`src/rtl/muldiv_unit.sv`:
```
// rtl/muldiv_unit.sv - iterative RV32M multiply/divide unit
//
// Purpose: executes MUL/MULH/MULHSU/MULHU/DIV/DIVU/REM/REMU one bit per
// cycle (radix-2 shift-add multiply, restoring shift-subtract divide),
// beside the single-cycle ALU in EX. Operands are reduced to magnitudes on
// accept, the unsigned core runs WIDTH steps, and a final SIGN cycle fixes
// the sign and selects the result field.
//
// Ports:
//   clk        in   rising-edge clock
//   rst_n      in   asynchronous active-low reset
//   flush      in   abort current operation (synchronous, highest priority)
//   in_valid   in   op/op1/op2 valid
//   in_ready   out  unit idle, can accept
//   op         in   RV32M funct3
//   op1        in   rs1 (multiplicand / dividend)
//   op2        in   rs2 (multiplier / divisor)
//   out_valid  out  result valid, held until out_ready
//   out_ready  in   consumer takes result
//   result     out  final result
//   busy       out  unit not idle

module muldiv_unit #(
    parameter int WIDTH   = 32,
    parameter int OP_SIZE = 3
) (
    input  logic               clk,
    input  logic               rst_n,
    input  logic               flush,
    input  logic               in_valid,
    output logic               in_ready,
    input  logic [OP_SIZE-1:0] op,
    input  logic [WIDTH-1:0]   op1,
    input  logic [WIDTH-1:0]   op2,
    output logic               out_valid,
    input  logic               out_ready,
    output logic [WIDTH-1:0]   result,
    output logic               busy
);

    localparam int CW = $clog2(WIDTH);

    localparam logic [OP_SIZE-1:0] OP_MUL    = OP_SIZE'(0);
    localparam logic [OP_SIZE-1:0] OP_MULH   = OP_SIZE'(1);
    localparam logic [OP_SIZE-1:0] OP_MULHSU = OP_SIZE'(2);
    localparam logic [OP_SIZE-1:0] OP_MULHU  = OP_SIZE'(3);
    localparam logic [OP_SIZE-1:0] OP_DIV    = OP_SIZE'(4);
    localparam logic [OP_SIZE-1:0] OP_DIVU   = OP_SIZE'(5);
    localparam logic [OP_SIZE-1:0] OP_REM    = OP_SIZE'(6);

    localparam logic [WIDTH-1:0] MIN_NEG = {1'b1, {(WIDTH-1){1'b0}}};

    typedef enum logic [1:0] {S_IDLE, S_CALC, S_SIGN, S_DONE} state_t;

    state_t                 state_q;
    logic [OP_SIZE-1:0]     op_q;
    logic                   s1_q, s2_q;     // effective operand signs
    logic [WIDTH-1:0]       a_q;            // multiplicand magnitude
    logic [WIDTH-1:0]       b_q;            // divisor magnitude
    logic [2*WIDTH-1:0]     acc_q;          // product; low half doubles as dividend/quotient
    logic [WIDTH:0]         rem_q;          // partial remainder
    logic [CW-1:0]          cnt_q;
    logic                   out_valid_q;
    logic [WIDTH-1:0]       result_q;

    // Accept-time decode
    logic               is_div_d, signed1_d, signed2_d, s1_d, s2_d;
    logic               div_zero_d, ovf_d;
    logic [WIDTH-1:0]   mag1_d, mag2_d, special_d;

    // Iteration and sign-fix datapath
    logic [WIDTH:0]     mul_sum_d;
    logic [2*WIDTH-1:0] mul_acc_d, div_acc_d, prod_fix_d;
    logic [WIDTH:0]     div_shift_d, div_trial_d, div_rem_d;
    logic               div_bit_d;
    logic [WIDTH-1:0]   quo_fix_d, rem_fix_d, result_d;

    always_comb begin
        is_div_d   = op[2];
        signed1_d  = (op == OP_MULH) || (op == OP_MULHSU) || (op == OP_DIV) || (op == OP_REM);
        signed2_d  = (op == OP_MULH) || (op == OP_DIV) || (op == OP_REM);
        s1_d       = signed1_d & op1[WIDTH-1];
        s2_d       = signed2_d & op2[WIDTH-1];
        mag1_d     = s1_d ? -op1 : op1;
        mag2_d     = s2_d ? -op2 : op2;
        div_zero_d = is_div_d && (op2 == '0);
        ovf_d      = ((op == OP_DIV) || (op == OP_REM)) && (op1 == MIN_NEG) && (op2 == '1);
        special_d  = '0;
        if (div_zero_d) begin
            special_d = ((op == OP_DIV) || (op == OP_DIVU)) ? '1 : op1;
        end else if (ovf_d) begin
            special_d = (op == OP_DIV) ? op1 : '0;
        end
    end

    always_comb begin
        // Multiply: add multiplicand into the high half when the multiplier
        // LSB (sitting in the low half) is set, then shift the whole pair right.
        mul_sum_d = {1'b0, acc_q[2*WIDTH-1:WIDTH]}
                  + (acc_q[0] ? {1'b0, a_q} : {(WIDTH+1){1'b0}});
        mul_acc_d = {mul_sum_d, acc_q[WIDTH-1:1]};

        // Divide: shift next dividend bit into the remainder, trial subtract,
        // keep the difference only if it did not go negative.
        div_shift_d = {rem_q[WIDTH-1:0], acc_q[WIDTH-1]};
        div_trial_d = div_shift_d - {1'b0, b_q};
        div_bit_d   = ~div_trial_d[WIDTH];
        div_acc_d   = {acc_q[2*WIDTH-1:WIDTH], acc_q[WIDTH-2:0], div_bit_d};
        div_rem_d   = div_bit_d ? div_trial_d : div_shift_d;

        prod_fix_d  = (s1_q ^ s2_q) ? -acc_q : acc_q;
        quo_fix_d   = (s1_q ^ s2_q) ? -acc_q[WIDTH-1:0] : acc_q[WIDTH-1:0];
        rem_fix_d   = s1_q ? -rem_q[WIDTH-1:0] : rem_q[WIDTH-1:0];

        case (op_q)
            OP_MUL:                        result_d = prod_fix_d[WIDTH-1:0];
            OP_MULH, OP_MULHSU, OP_MULHU:  result_d = prod_fix_d[2*WIDTH-1:WIDTH];
            OP_DIV, OP_DIVU:               result_d = quo_fix_d;
            default:                       result_d = rem_fix_d;
        endcase
    end

    always_ff @(posedge clk or negedge rst_n) begin
        if (!rst_n) begin
            state_q     <= S_IDLE;
            op_q        <= '0;
            s1_q        <= 1'b0;
            s2_q        <= 1'b0;
            a_q         <= '0;
            b_q         <= '0;
            acc_q       <= '0;
            rem_q       <= '0;
            cnt_q       <= '0;
            out_valid_q <= 1'b0;
            result_q    <= '0;
        end else if (flush) begin
            state_q     <= S_IDLE;
            out_valid_q <= 1'b0;
        end else begin
            case (state_q)
                S_IDLE: begin
                    if (in_valid) begin
                        op_q  <= op;
                        s1_q  <= s1_d;
                        s2_q  <= s2_d;
                        a_q   <= mag1_d;
                        b_q   <= mag2_d;
                        rem_q <= '0;
                        cnt_q <= CW'(WIDTH-1);
                        acc_q <= is_div_d ? {{WIDTH{1'b0}}, mag1_d} : {{WIDTH{1'b0}}, mag2_d};
                        if (div_zero_d || ovf_d) begin
                            result_q <= special_d;
                            state_q  <= S_DONE;
                        end else begin
                            state_q  <= S_CALC;
                        end
                    end
                end
                S_CALC: begin
                    if (op_q[2]) begin
                        acc_q <= div_acc_d;
                        rem_q <= div_rem_d;
                    end else begin
                        acc_q <= mul_acc_d;
                    end
                    cnt_q <= cnt_q - CW'(1);
                    if (cnt_q == '0) state_q <= S_SIGN;
                end
                S_SIGN: begin
                    result_q <= result_d;
                    state_q  <= S_DONE;
                end
                S_DONE: begin
                    // out_valid rises the cycle after DONE is entered
                    if (!out_valid_q) begin
                        out_valid_q <= 1'b1;
                    end else if (out_ready) begin
                        out_valid_q <= 1'b0;
                        state_q     <= S_IDLE;
                    end
                end
                default: state_q <= S_IDLE;
            endcase
        end
    end

    assign in_ready  = (state_q == S_IDLE);
    assign busy      = (state_q != S_IDLE);
    assign out_valid = out_valid_q;
    assign result    = result_q;

endmodule
```
`config.mk`:
```
export PLATFORM = sky130hd
export DESIGN_NAME = muldiv_unit
export DESIGN_NICKNAME = d
export VERILOG_FILES = /design/src/rtl/muldiv_unit.sv
export SDC_FILE = /design/constraint.sdc
export NUM_CORES = 1
export LEC_CHECK = 0
export CAP_MARGIN = 20
export CORE_AREA = 4 4 238 216
export DETAILED_ROUTE_END_ITERATION = 12
export DIE_AREA = 0 0 242 220
export PLACE_DENSITY = 0.5
export SETUP_SLACK_MARGIN = 0.3
export SLEW_MARGIN = 40
export SYNTH_ARGS = -nofsm -noshare
export SYNTH_HDL_FRONTEND = slang
export SYNTH_SLANG_ARGS = --single-unit
export TNS_END_PERCENT = 30
```
`constraint.sdc`:
```
create_clock -name clk -period 7.21 [get_ports clk]
set_input_delay 2.163 -clock clk [delete_from_list [all_inputs] [get_ports clk]]
set_output_delay 2.163 -clock clk [all_outputs]
set_load 0.01 [all_outputs]
```
Yosys cells after proc, flatten, opt, wreduce, memory -nomap -nowiden
Index checks and enable logic that the tools add are counted.
Widths: inputs -> output; s select.

word-level totals
  bits in registers = 205
  bits in latches = 0
  bits in writable memories = 0
  ROM bits = 0
  logic and storage cells = 110
  memories kept = 0

operators by class
  add/sub/neg operators = 8
  multiply operators = 0
  div/mod/pow operators = 0
  $lt $le $gt $ge = 0
  equal/unequal tests = 23
  shift operators = 0
  mux-type cells = 35
  bitwise logic cells = 5
  reduce and logical (&&, ||, !) cells = 27

operators by type and width
  operator              count
  $mux 32               15
  $mux 64               3
  $neg 32->32           4
  $pmux 32 s2           2
  $pmux 64 s2           1
  $pmux 32 s3           1
  $eq 32x32->1 const B  2
  $neg 64->64           1
  $add 32x32->33        1
  $sub 33x32->33        1
  $logic_not 32->1      1
  $reduce_and 4->1      4
  $eq 3x3->1 const B    5
  $mux 2                6
  $ne 3x3->1 const B    4
  $pmux 5 s2            1
  $eq 3x2->1 const B    3
  $logic_or 1x1->1      8
  $pmux 2 s4            1
  $reduce_bool 2->1     4
  $eq 3x1->1 const B    2
  $ne 2x2->1 const B    3
  $reduce_and 3->1      2
  $logic_not 5->1       1
  14 further kinds      22

Depth between registers and ports, before layout
Gate-level depths: netlist (run 1).

  word-level depth = 9
  mapped depth = 15
  mapped depth without buffers = 13

Worst setup path before layout (run 1)
OpenSTA, ideal clock, no wires.

  path type = input-to-reg
  from = input port op2[0]
  to = register result_q[17] (netlist: result[17])
  data arrival time = 4,658 ps
  data required time = 7,082 ps
  slack = 2,424 ps
  stages = 13
  path through = inv_1 -> ha_1 -> or3b_2 -> nor4_4 -> nand3_2 -> or4_4 -> o21ai_2 -> nand3_1 -> a21o_1 -> buf_6 -> clkbuf_1 -> nand2_1 -> o31ai_2

on the way
  word-level cells in the longest chain between the ends = 7

RTL lines
  item                    RTL line  RTL
  start: declaration      34        input logic [WIDTH-1:0] op2,
  $eq 32x32->1            87        ovf_d = ((op == OP_DIV) || (op == OP_REM)) && (op1 == MIN_NEG) && (op2 == '1);
  $logic_and 1x1->1       87
  $mux 32                 91        end else if (ovf_d) begin
  $mux 32                 89        if (div_zero_d) begin
  $mux 32                 151       if (div_zero_d || ovf_d) begin
  $mux 32                 142       if (in_valid) begin
  $pmux 32 s2             140       case (state_q)
  end signal: assignment  152       result_q <= special_d;
  end signal: assignment  170       result_q <= result_d;
  end: declaration        64        logic [WIDTH-1:0] result_q;

Parallel ways exist; a longest one is shown, timed or not. The select of a mux whose other input is x is not followed.
A chain may end at the register's enable or synchronous reset.

Worst setup path in the final report (run 1)
  from = input port op2[0]
  to = register result_q[27] (netlist: result[27])

The elaborated chain is that of the path after synthesis.

==> impl_metrics.yaml, run 1 <==
global_route:
  grt_usage: 0.222
  grt_start_max_net_pins: 132
  grt_pass1_wl_mm: 93.1
  antenna_found_initial: 0
  gr-usage-met3: 0.0298
  top_usage_layer: "met2"
  first_global_vias: 15300
  gr-total-overflow: 0
  grt_util_met2: 0.351
  grt_util_met1: 0.323
sta:
  setup_viol_count_final: 0
  period_share: 0.759
  slew_violations: 0
  fin_skew_ns: 0.0127
  setup_tns_ns: 0
  fmax_mhz: 183
  fin_crit_ns: 5.47
  maxSlewHeadroom: 0.409
  rsz0062_at_grt: "false"
  hold_violations: 0
  tightest_slew_ns: 0.885
final_layout:
  layout_common_cells: "255 x nand2_1, 207 x o21ai_0, 205 x dfrtp_1"
  stdcell_area_mm2: 0.0197
  seqCellArea_mm2: 0.00513
  antennaDiodeCount: 0
  drive_gt1_frac: 0.0800
  fill_cells: 4967
  area.growth.synth_to_final_pct: 15.9
  nNetsFinal: 2266
  multi_input_area_mm2: 0.0111
  layout_commonest_cell: "nand2_1"
route:
  drt-vias-per-instance: 5.68
  drt_iter0_markers: 1276
  drc_errors: 0
  num_vias: 15700
  drt-pass1-iter-count: 5
  drt_wl_total_mm: 60.6
  ant_nets: 0
  avgRoutedWirePerCell_um: 21.9
synthesis:
  yosysTopAreaCellShare: 0.302
  synthesis.nets: 2225
  synth_cells: 2076
  yosys_register_bits: 205
  synth_warnings: 0
  avgSynthCellArea_um2: 8.18
  ys_async_sr_fraction: 1.00
  netlist_area_mm2: 0.0170
  synthFlopType: "dfrtp_1"
  synth_cell_types: 83
  synth_largest_area_cell: "dfrtp_1"
  synth_edf_count: 0
  ys_seq_area_frac: 0.302
  synthTopCellsByArea: "dfrtp_1 30%, o21ai_0 6.1%, nand2_1 5.7%, ha_1 5.5%, xor2_1 5.4%"
placed_design:
  gp_congestion: 0.908
  dp_hpwl_mm: 46.3
  post_dp_cell_area_mm2: 0.0186
  port_buffers: 106
critical_path:
  worstPathMaxFanout: 20
  startpoint_type: "input pin"
  ff2ff_setup_slack_ns: 2.80
  worst_r2r_path_depth: 13
  worstReg2RegEnd: "rem_q[29]"
  startpoint: "op2[0]"
  end_kind: "flop"
  critPathKind: "input pin to flop"
  r2r-start: "acc_q[31]"
  worstPathRequired_ns: 7.67
  worstPathArrival_ns: 5.94
min_path:
  min_path_cells: 2
  min_from: "a_q[21]"
  min_to: "a_q[21]"
  worstHoldPathType: "flop to flop"
floorplan:
  design.portCount: 107
  fp.dieArea_mm2: 0.0532
  die_w_um: 242
  die_y_um: 220
  rows: 77
  start_util: 0.347
  coreArea_mm2: 0.0489
run_status:
  status: "completed"
clock_tree:
  cts_made_buffers: 27
  clock_path_buffers: 3
  postCtsSetupRepairBufs: 0
  clock-sinks: 205
  post_cts_resized: 0
  root_buffer: "clkbuf_16"
  clk_pin_slew_ns: 0.06
  h-tree-depth: 1
  hold_buffers: 0
  clkLatencyLatePin_ns: 0.57
  cts_tree: "done"
power_and_ir_drop:
  power_per_cell_area_mw_per_mm2: 352
  total_leakage_power_nw: 8.51
  ir_drop_mv: 0.197
  fin_total_pwr_mw: 6.92
run:
  drv_cap: 0
## logic make-up after synthesis
family | share of synthesized area
buf+inv | 0.0468
flops | 0.302
xor+xnor | 0.102
compound gates | 0.243
mux | 0.0645
simple gates | 0.184
fa+ha+maj | 0.0576
## per-stage QoR
stage,setup WS (ns),hold WS (ns),cells,util
floorplan,2.42,0.442,2076,-
global placement,1.07,0.461,2717,0.380
detailed placement,1.07,0.467,2719,0.381
CTS,1.64,0.481,2768,0.401
global route,1.53,0.499,2769,0.402
finish,1.74,0.474,2769,0.402
## synth_stat cells, drive strengths merged, types with 6 or more instances
library cell	n
nor3	42
ha	75
a22oi	6
or2	9
a211oi	12
a31oi	21
a21oi	155
buf	19
nand3	41
a21o	32
mux2	27
clkbuf	107
nor2b	8
or4	16
o221ai	21
o31ai	57
o21bai	10
o21ai	239
nand2b	21
or3	19
a32oi	7
o41ai	13
and3	8
dfrtp	205
nor4	25
and2	41
nor2	117
xnor2	91
o21a	21
inv	74
mux2i	79
nand2	256
xor2	104
nand4	19
## area by class of cell
type / instances / share of cell area
clock inverter: 16 / 0.0135
timing repair buffer: 138 / 0.0684
clock buffer: 33 / 0.0380
sequential: 205 / 0.261
inverter: 75 / 0.0144
tap: 632 / 0.0402
multi-input combinational: 1670 / 0.565
## routing by layer
layer	wire (um)	up-vias
met5	0	-
met4	1510	0
met3	3610	81
met2	26500	510
met1	29000	7563
li1	-	7564
## power by group
part           switching [mW]  internal (mW)  total [mW]
Clock                   0.573          0.985        1.56
Combinational            2.13           1.33        3.46
Sequential              0.422           1.48        1.91
## critical path: stages
cell and delay (ns):
clkdlybuf4s50_1 0.49, inv_1 0.11, ha_1 0.19, or3b_2 0.52
nor4_4 0.45, nand3_2 0.22, or4_4 0.53, nor2_1 0.13
buf_4 0.23, or2_2 0.55, a21oi_1 0.11, o31ai_2 0.24
## flip-flops by register name, summed over array words and instances (netlist names)
name	flops
cnt_q	5
a_q	32
s1_q	1
op_q	3
rem_q	32
acc_q	64
state_q	2
s2_q	1
out_valid	1
result	32
b_q	32
## worst max-delay path by stage
stage	to	slack (ns)	depth (start not counted)
4_1_cts	result[18]	1.64	12
6_report	result[27]	1.74	12
5_1_grt	result[27]	1.53	12
2_1_floorplan	result[17]	2.42	13
3_3_place_gp	result[27]	1.07	12
3_5_place_dp	result[18]	1.07	12
Power figures use the tool's default switching activity.
==> run 2, diff against run 1 <==
- PLACE_DENSITY: 0.5 -> 0.52
- clock period: 7.21 -> 4.82 ns (I/O delays scaled with it)
==> run 2 against run 1 <==
Net effect:
- via count is 2.2% higher
- sequential cell count stayed put
- clock-buffer cell count is 2 higher
- non-clock buffer count is 82 higher
- register-to-register slack worse by 1.8 ns
- combinational power is 51% higher
- clock power is 24% higher
- sequential power is 50% higher
- die area stayed put
- power is 45% higher
- critical path depth is 1 higher
- first-iteration DRC count is 15% higher
==> impl_metrics.yaml, run 2 (synthesis gave the netlist of run 1 again) <==
run_status:
  status: "completed"
run:
  drv_cap: 0
route:
  drt_iter0_markers: 1469
  drt_wl_total_mm: 60.7
  avgRoutedWirePerCell_um: 21.3
  drc_errors: 0
  num_vias: 16100
  ant_nets: 0
  drt-vias-per-instance: 5.64
  drt-pass1-iter-count: 5
global_route:
  grt_usage: 0.222
  grt_start_max_net_pins: 68
  gr-total-overflow: 0
  first_global_vias: 15700
  grt_pass1_wl_mm: 93.5
  antenna_found_initial: 1
power_and_ir_drop:
  p_comb_frac: 0.521
  power.internal_mw: 5.38
  p_sw_frac: 0.463
  power_per_cell_area_mw_per_mm2: 498
  ir_drop_mv: 0.295
  seqPwrFrac: 0.286
  p_clk_frac: 0.194
  total_leakage_power_nw: 8.81
  switchingPower_mw: 4.63
  fin_total_pwr_mw: 10.0
critical_path:
  cp_top_family: "simple AND/OR/NAND/NOR gates"
  r2r-start: "acc_q[0]"
  startpoint: "op1[7]"
  end_kind: "flop"
  cpPeakStageDelay_ns: 0.52
  critPathKind: "input pin to flop"
  worstPathMaxFanout: 42
  cp_num_buf_inv: 4
  startpoint_type: "input pin"
  worstPathRequired_ns: 5.24
  worstPathArrival_ns: 4.81
  crit_chain: "clkdlybuf4s50_1 > or4_4 > nor4_2 > nand3_1 > or3_4 > buf_4 > o21ai_2 > nand3_1 > a21o_2 > buf_12 > buf_4 > nand2_1 > o31ai_2"
  crit_slowest_cell: "or4_4"
final_layout:
  regMostFlops: "acc_q"
  largest_reg_flops: 64
  area.growth.synth_to_final_pct: 18.5
  nNetsFinal: 2347
  layout_common_cells: "256 x nand2_1, 207 x o21ai_0, 205 x dfrtp_1"
  post-route-util: 0.411
  final_cells: 2848
  antennaDiodeCount: 0
  layout_commonest_cell: "nand2_1"
  drive_gt1_frac: 0.108
placed_design:
  gp_congestion: 0.937
  place_ws_ns: -0.0381
  dp_cells: 2802
  port_buffers: 106
  dp_hpwl_mm: 47.7
sta:
  hold_violations: 0
  rsz0062_at_grt: "false"
  setup_viol_count_final: 0
  tightest_slew_ns: 0.813
  slew_violations: 0
  timing.final.ws_setup_ns: 0.430
  fmax_mhz: 228
  fin_skew_ns: 0.0124
  period_share: 0.911
  hold_slack_ns: 0.477
  maxSlewHeadroom: 0.458
  fin_crit_ns: 4.39
floorplan:
  die_y_um: 220
  rows: 77
  die_w_um: 242
  start_util: 0.347
  coreArea_mm2: 0.0489
  design.portCount: 107
  fp.dieArea_mm2: 0.0532
clock_tree:
  postCtsSetupRepairBufs: 0
  cts_made_buffers: 26
  h-tree-depth: 1
  root_buffer: "clkbuf_16"
  clock-sinks: 205
  clock_path_buffers: 3
  cts_tree: "done"
  hold_buffers: 0
  post_cts_resized: 0
  clk_pin_slew_ns: 0.06
  clkLatencyLatePin_ns: 0.55
min_path:
  worstHoldPathType: "flop to flop"
  min_from: "a_q[22]"
run 2: path summary, 6_finish.rpt:
| kind | endpoint | slack [ns] | depth (start not counted) |
|---|---|---|---|
| min | a_q[22] | 0.48 | 2 |
| min reg2reg | a_q[22] | 0.48 | 2 |
| max in group asynchronous | b_q[15] | 3.04 | 3 |
| max | result[30] | 0.43 | 13 |
| max reg2reg | acc_q[62] | 1.03 | 13 |
| min in group asynchronous | result[8] | 0.80 | 1 |
run 2: cell type report:
cell class / count / area, um^2
Timing Repair Buffer: 220 / 2000
Clock buffer: 35 / 726
Sequential cell: 205 / 5130
Multi-Input combinational cell: 1670 / 11100
Inverter: 75 / 282
Fill cell: 4956 / 28800
Tap cell: 632 / 791
Clock inverter: 11 / 95.1
run 2: tightest hold or removal path, delay by kind of cell (launching register included):
| kind | cells | cell delay (ns) |
|---|---|---|
| flops | 1 | 0.34 |
| compound gates | 1 | 0.06 |
| simple gates | 1 | 0.05 |
run 2: power by group through the flow:
stage | logic [mW] | clock network, mW | registers, mW
3_3_place_gp | 5.03 | 0 | 2.86
3_5_place_dp | 5.13 | 0 | 2.89
6_report | 5.22 | 1.94 | 2.86
5_1_grt | 5.80 | 2.06 | 2.94
2_1_floorplan | 3.86 | 0 | 2.59
4_1_cts | 5.15 | 1.98 | 2.86
run 2: per-layer routing:
metal	wire length, um	global-route usage
met5	8	0
met1	28100	0.314
met3	4040	0.0409
met2	26500	0.348
met4	2080	0.0673
run 2: stage by stage:
stage	cell area [um^2]	TNS, ns
2_1_floorplan	17000	0
3_3_place_gp	19200	0
3_5_place_dp	19300	-0.322
4_1_cts	20100	0
5_1_grt	20100	0
6_report	20100	0
